## config.mk

```make
export PLATFORM = sky130hd
export DESIGN_NAME = tlc1549_reader
export DESIGN_NICKNAME = d
export VERILOG_FILES = /design/src/rtl/tlc1549_reader.sv
export SDC_FILE = /design/constraint.sdc
export NUM_CORES = 1
export LEC_CHECK = 0
export ABC_AREA = 1
export ABC_CLOCK_PERIOD_IN_PS = 2000
export BUFFER_PORTS_ARGS = -buffer_cell sky130_fd_sc_hd__buf_4
export CAP_MARGIN = 20
export CORE_MARGIN = 3
export CORE_UTILIZATION = 55
export CTS_CLUSTER_DIAMETER = 100
export DETAILED_ROUTE_END_ITERATION = 8
export PLACE_DENSITY = 0.74
export SLEW_MARGIN = 20
export SYNTH_ARGS = -nofsm -noshare
export SYNTH_HDL_FRONTEND = slang
export SYNTH_SLANG_ARGS = --single-unit
```

## constraint.sdc

```tcl
create_clock -name i_clk -period 2 [get_ports i_clk]
set_input_delay 0.1 -clock i_clk [delete_from_list [all_inputs] [get_ports i_clk]]
set_output_delay 0.1 -clock i_clk [all_outputs]
set_load 0.05 [all_outputs]
```

## src/rtl/tlc1549_reader.sv

```systemverilog
// rtl/tlc1549_reader.sv - TLC1549 10-bit serial ADC frame reader
module tlc1549_reader #(
    parameter int DATA_BITS = 10,
    parameter int CLK_DIV   = 13,
    parameter int CS_SETUP  = 65,
    parameter int CONV_WAIT = 1100
) (
    input  logic                 i_clk,
    input  logic                 i_reset_n,
    input  logic                 i_start,
    output logic                 o_busy,
    output logic                 o_data_valid,
    output logic [DATA_BITS-1:0] o_data_out,
    output logic                 o_adc_cs_n,
    output logic                 o_adc_sclk,
    input  logic                 i_adc_dout
);

    localparam int BIT_PERIOD = 2 * CLK_DIV;
    localparam int CNT_MAX_A  = (CS_SETUP > BIT_PERIOD) ? CS_SETUP : BIT_PERIOD;
    localparam int CNT_MAX    = (CNT_MAX_A > CONV_WAIT) ? CNT_MAX_A : CONV_WAIT;
    localparam int CNT_W      = $clog2(CNT_MAX + 1);
    localparam int BIT_W      = (DATA_BITS > 2) ? $clog2(DATA_BITS) : 1;

    // SETUP spans the acceptance cycle plus CS_SETUP counted cycles.
    localparam logic [CNT_W-1:0] SETUP_LAST  = CNT_W'(CS_SETUP);
    localparam logic [CNT_W-1:0] HIGH_LAST   = CNT_W'(CLK_DIV - 1);
    localparam logic [CNT_W-1:0] HIGH_LEN    = CNT_W'(CLK_DIV);
    localparam logic [CNT_W-1:0] PERIOD_LAST = CNT_W'(BIT_PERIOD - 1);
    localparam logic [CNT_W-1:0] CONV_LAST   = CNT_W'(CONV_WAIT - 1);
    localparam logic [BIT_W-1:0] BIT_LAST    = BIT_W'(DATA_BITS - 1);

    typedef enum logic [2:0] {
        S_IDLE,
        S_SETUP,
        S_SHIFT,
        S_HOLD,
        S_CONV
    } state_t;

    state_t               r_state;
    state_t               w_state_nxt;
    logic [CNT_W-1:0]     r_cnt;
    logic [CNT_W-1:0]     w_cnt_nxt;
    logic [BIT_W-1:0]     r_bit;
    logic [BIT_W-1:0]     w_bit_nxt;
    logic                 w_sample;
    logic                 r_din_meta;
    logic                 r_din_sync;
    logic [DATA_BITS-1:0] r_shreg;
    logic [DATA_BITS-1:0] r_data_out;
    logic                 r_data_valid;
    logic                 r_busy;
    logic                 r_cs_n;
    logic                 r_sclk;

    // State, phase counter and bit counter registers.
    always_ff @(posedge i_clk or negedge i_reset_n) begin
        if (!i_reset_n) begin
            r_state <= S_IDLE;
            r_cnt   <= '0;
            r_bit   <= '0;
        end else begin
            r_state <= w_state_nxt;
            r_cnt   <= w_cnt_nxt;
            r_bit   <= w_bit_nxt;
        end
    end

    // Next-state, counter reload and sample-point decode.
    always_comb begin
        w_state_nxt = r_state;
        w_cnt_nxt   = r_cnt + 1'b1;
        w_bit_nxt   = r_bit;
        w_sample    = 1'b0;
        case (r_state)
            S_IDLE: begin
                w_cnt_nxt = '0;
                w_bit_nxt = '0;
                if (i_start) begin
                    w_state_nxt = S_SETUP;
                end
            end
            S_SETUP: begin
                if (r_cnt == SETUP_LAST) begin
                    w_state_nxt = S_SHIFT;
                    w_cnt_nxt   = '0;
                    w_bit_nxt   = '0;
                end
            end
            S_SHIFT: begin
                w_sample = (r_cnt == HIGH_LAST);
                if (r_cnt == PERIOD_LAST) begin
                    w_cnt_nxt = '0;
                    if (r_bit == BIT_LAST) begin
                        w_state_nxt = S_HOLD;
                    end else begin
                        w_bit_nxt = r_bit + 1'b1;
                    end
                end
            end
            S_HOLD: begin
                w_state_nxt = S_CONV;
                w_cnt_nxt   = '0;
            end
            S_CONV: begin
                if (r_cnt == CONV_LAST) begin
                    w_state_nxt = S_IDLE;
                    w_cnt_nxt   = '0;
                end
            end
            default: begin
                w_state_nxt = S_IDLE;
                w_cnt_nxt   = '0;
                w_bit_nxt   = '0;
            end
        endcase
    end

    // Two-flop synchronizer for the asynchronous ADC data line.
    always_ff @(posedge i_clk or negedge i_reset_n) begin
        if (!i_reset_n) begin
            r_din_meta <= 1'b0;
            r_din_sync <= 1'b0;
        end else begin
            r_din_meta <= i_adc_dout;
            r_din_sync <= r_din_meta;
        end
    end

    // Capture one bit at the end of each sclk-high phase, MSB first.
    always_ff @(posedge i_clk or negedge i_reset_n) begin
        if (!i_reset_n) begin
            r_shreg <= '0;
        end else if (w_sample) begin
            r_shreg <= {r_shreg[DATA_BITS-2:0], r_din_sync};
        end
    end

    // Registered pin and status outputs, decoded from the upcoming state so they
    // change cleanly on the same edge as the state itself.
    always_ff @(posedge i_clk or negedge i_reset_n) begin
        if (!i_reset_n) begin
            r_busy       <= 1'b0;
            r_cs_n       <= 1'b1;
            r_sclk       <= 1'b0;
            r_data_valid <= 1'b0;
            r_data_out   <= '0;
        end else begin
            r_busy       <= (w_state_nxt != S_IDLE);
            r_cs_n       <= !((w_state_nxt == S_SETUP) || (w_state_nxt == S_SHIFT));
            r_sclk       <= (w_state_nxt == S_SHIFT) && (w_cnt_nxt < HIGH_LEN);
            r_data_valid <= (w_state_nxt == S_HOLD);
            if (w_state_nxt == S_HOLD) begin
                r_data_out <= r_shreg;
            end
        end
    end

    assign o_busy       = r_busy;
    assign o_data_valid = r_data_valid;
    assign o_data_out   = r_data_out;
    assign o_adc_cs_n   = r_cs_n;
    assign o_adc_sclk   = r_sclk;

endmodule

```

==> impl_metrics.env <==
export IMPL_status="completed"
export IMPL_final_nets=294
export IMPL_h_tree_depth=2
export IMPL_p_per_area_nw_per_um2=564
export IMPL_hold_viol=0
export IMPL_clock_root_buffer="clkbuf_8"
export IMPL_leakagePower_uw=0.00127
export IMPL_peakVddDrop_v=0.000454
export IMPL_antenna_cells=0
export IMPL_timing_slew_headroom_pct=64.0
export IMPL_core_area_um2=4030
export IMPL_yosys_warnings=0
export IMPL_io_pins=18
export IMPL_worst_slew_pin_slew_ns=0.540
export IMPL_grt_max_degree=45
export IMPL_period_needed_ns=1.63
export IMPL_tns_ns=0
export IMPL_num_rows=23
export IMPL_fp_dieW_um=71.1
export IMPL_skew_ns=0.00360
export IMPL_dr_total_vias=1665
export IMPL_dp_hpwl_um=3040
export IMPL_synth_seq_area_share_pct=47.3
export IMPL_yosys_area_top_type="dfrtp_1"
export IMPL_synthCells=262
export IMPL_ys_ff_latch=44
export IMPL_place_gp_congestion=0.963
export IMPL_yosysUniqueCellTypes=28
export IMPL_netlist_top_cells_area="dfrtp_1, nand2_1, inv_1, nand3_4, nand3_1"
export IMPL_drc=0
export IMPL_clkSlewWorstSetupHoldPaths_ns=0.08
export IMPL_initial_core_util_pct=57.8
export IMPL_tritoncts="done"
export IMPL_cts_max_path_buffers=2
export IMPL_final_util_pct=64.3
export IMPL_grt_use_total_pct=18.1
export IMPL_ys_flop_type="dfrtp_1"
export IMPL_avgViaCountPerCell=4.96
export IMPL_period_share_pct=81.3
export IMPL_antenna_found_initial=0
export IMPL_synth_area_um2=2330
export IMPL_synth_top_area_share_pct=46.2
export IMPL_critPathLaunchType="flip-flop"
export IMPL_setup_slack_ns=0.373
export IMPL_synth_most_common_cell="nand2_1"
export IMPL_holdCritPathClass="input port to flip-flop"
export IMPL_grt_pass1_wl_um=7180
export IMPL_cts_buffers=5
export IMPL_async_flop_share_pct=100
export IMPL_grt_pass1_vias=1603
export IMPL_max_freq_ghz=0.615
export IMPL_crit_required_ns=2.19
export IMPL_insertion_delay_ns=0.29
export IMPL_drt_wl_total_um=4050
export IMPL_port_buffers=17
export IMPL_first_pass_iters=4
export IMPL_hold_worst_slack_ns=0.175
export IMPL_post_place_ws_ns=0.379
export IMPL_rsz0062_at_grt="false"
export IMPL_crit_fanout=7
export IMPL_ant_nets=0
export IMPL_die_area_um2=5050
export IMPL_post_cts_setup_buffer_count=0
export IMPL_drt_initial_drc_count=91
export IMPL_post_drt_wl_per_cell_um=12.1
export IMPL_synth_nets=271
export IMPL_die_height_um=71.1
export IMPL_drv_cap=0
export IMPL_synth_common_cells="nand2_1, dfrtp_1, inv_1"
export IMPL_grt_overflow_total=0
export IMPL_syn_area_per_cell_um2=8.89
export IMPL_clock_sinks=44
export IMPL_path_class="flip-flop to flip-flop"
export IMPL_setup_viol=0
export IMPL_layout_drive_gt1_share_pct=27.6
export IMPL_synth_edf_count=0
export IMPL_critPathCaptureType="flip-flop"
export IMPL_cp_arrival_ns=1.82
export IMPL_slew_violations=0
export IMPL_synthToLayoutAreaGrowth_pct=11.2
final cells by class:
type	instances	area, um2
Fill cell	348	1440
Sequential cell	44	1100
Multi-Input combinational cell	168	1010
Inverter	47	179
Timing Repair Buffer	19	148
Clock buffer	6	72.6
Tap cell	50	62.6
Clock inverter	2	12.5
power by group:
part	switching [uW]	internal, uW	total, uW
clock	303	244	547
combinational	17.2	6.30	23.5
sequential	0.394	891	891
total	320	1140	1460
state kept, by name (all words and copies together), names as in the netlist:
signal,flops
r_cnt,11
o_data_out,10
r_shreg,10
r_bit,4
r_state,3
o_adc_cs_n,1
o_adc_sclk,1
o_busy,1
o_data_valid,1
r_din_meta,1
r_din_sync,1
stage by stage:
step / total power, uW / instance area (um2) / instances
global placement: 931 / 2480 / 326
global route: 1510 / 2590 / 336
CTS: 1480 / 2590 / 336
floorplan: 909 / 2330 / 262
finish: 1460 / 2590 / 336
detailed placement: 931 / 2480 / 326
cells in the final DEF (no fill, tap or decap), types with 4 or more instances in the layout:
cell type	n
clkbuf_8	5
nor2_1	18
nand2_1	60
ha_1	5
nand3_1	14
o21ai_1	13
inv_1	32
nor2_4	5
inv_2	14
nand3_2	4
o21ai_0	7
dfrtp_1	43
nand2_2	9
o21ai_2	7
nand4_1	4
nand3_4	5
buf_4	17
critical path, cell delays in order, from the launching register on:
cell,delay [ns]
dfrtp_1,0.41
inv_1,0.09
ha_1,0.14
nand2_1,0.08
nor2_2,0.15
nand3_4,0.12
nand2_4,0.09
nand2_2,0.07
nor2_4,0.18
o21ai_1,0.10
o21a_1,0.10
final timing paths:
path	depth (start not counted)	startpoint	slack, ns	end
worst max-delay path	10	r_cnt[1]	0.37	r_bit[0]
min in group asynchronous	2	i_reset_n	0.33	o_data_out[5]
worst min-delay path	4	i_start	0.17	o_adc_cs_n
max in group asynchronous	2	i_reset_n	1.29	o_adc_cs_n
worst min register to register	0	r_din_meta	0.35	r_din_sync
worst max register to register	10	r_cnt[1]	0.37	r_bit[0]
what timing repair did:
item	in CTS	in global routing
resized for setup	0	0
hold endpoints to repair	44	0
hold buffers	2	0
routing by layer:
metal	track usage, %	part of all wire (%)	vias to the layer above	wire, um
li1	-	-	859	-
met1	24.9	50	782	2010
met2	28.5	47	18	1890
met3	4.69	2.6	6	104
met4	5.01	1.0	0	42
met5	0	0	-	0
cell families after synthesis:
logic type / synth area share, %
muxes: 0.645
AOI/OAI and AO/OA: 7.79
buffers and inverters: 9.14
xor gates and xnor gates: 1.13
adders and majority gates: 2.69
DFF: 47.3
and+or+nand+nor: 31.3
Power figures use the tool's default switching activity.
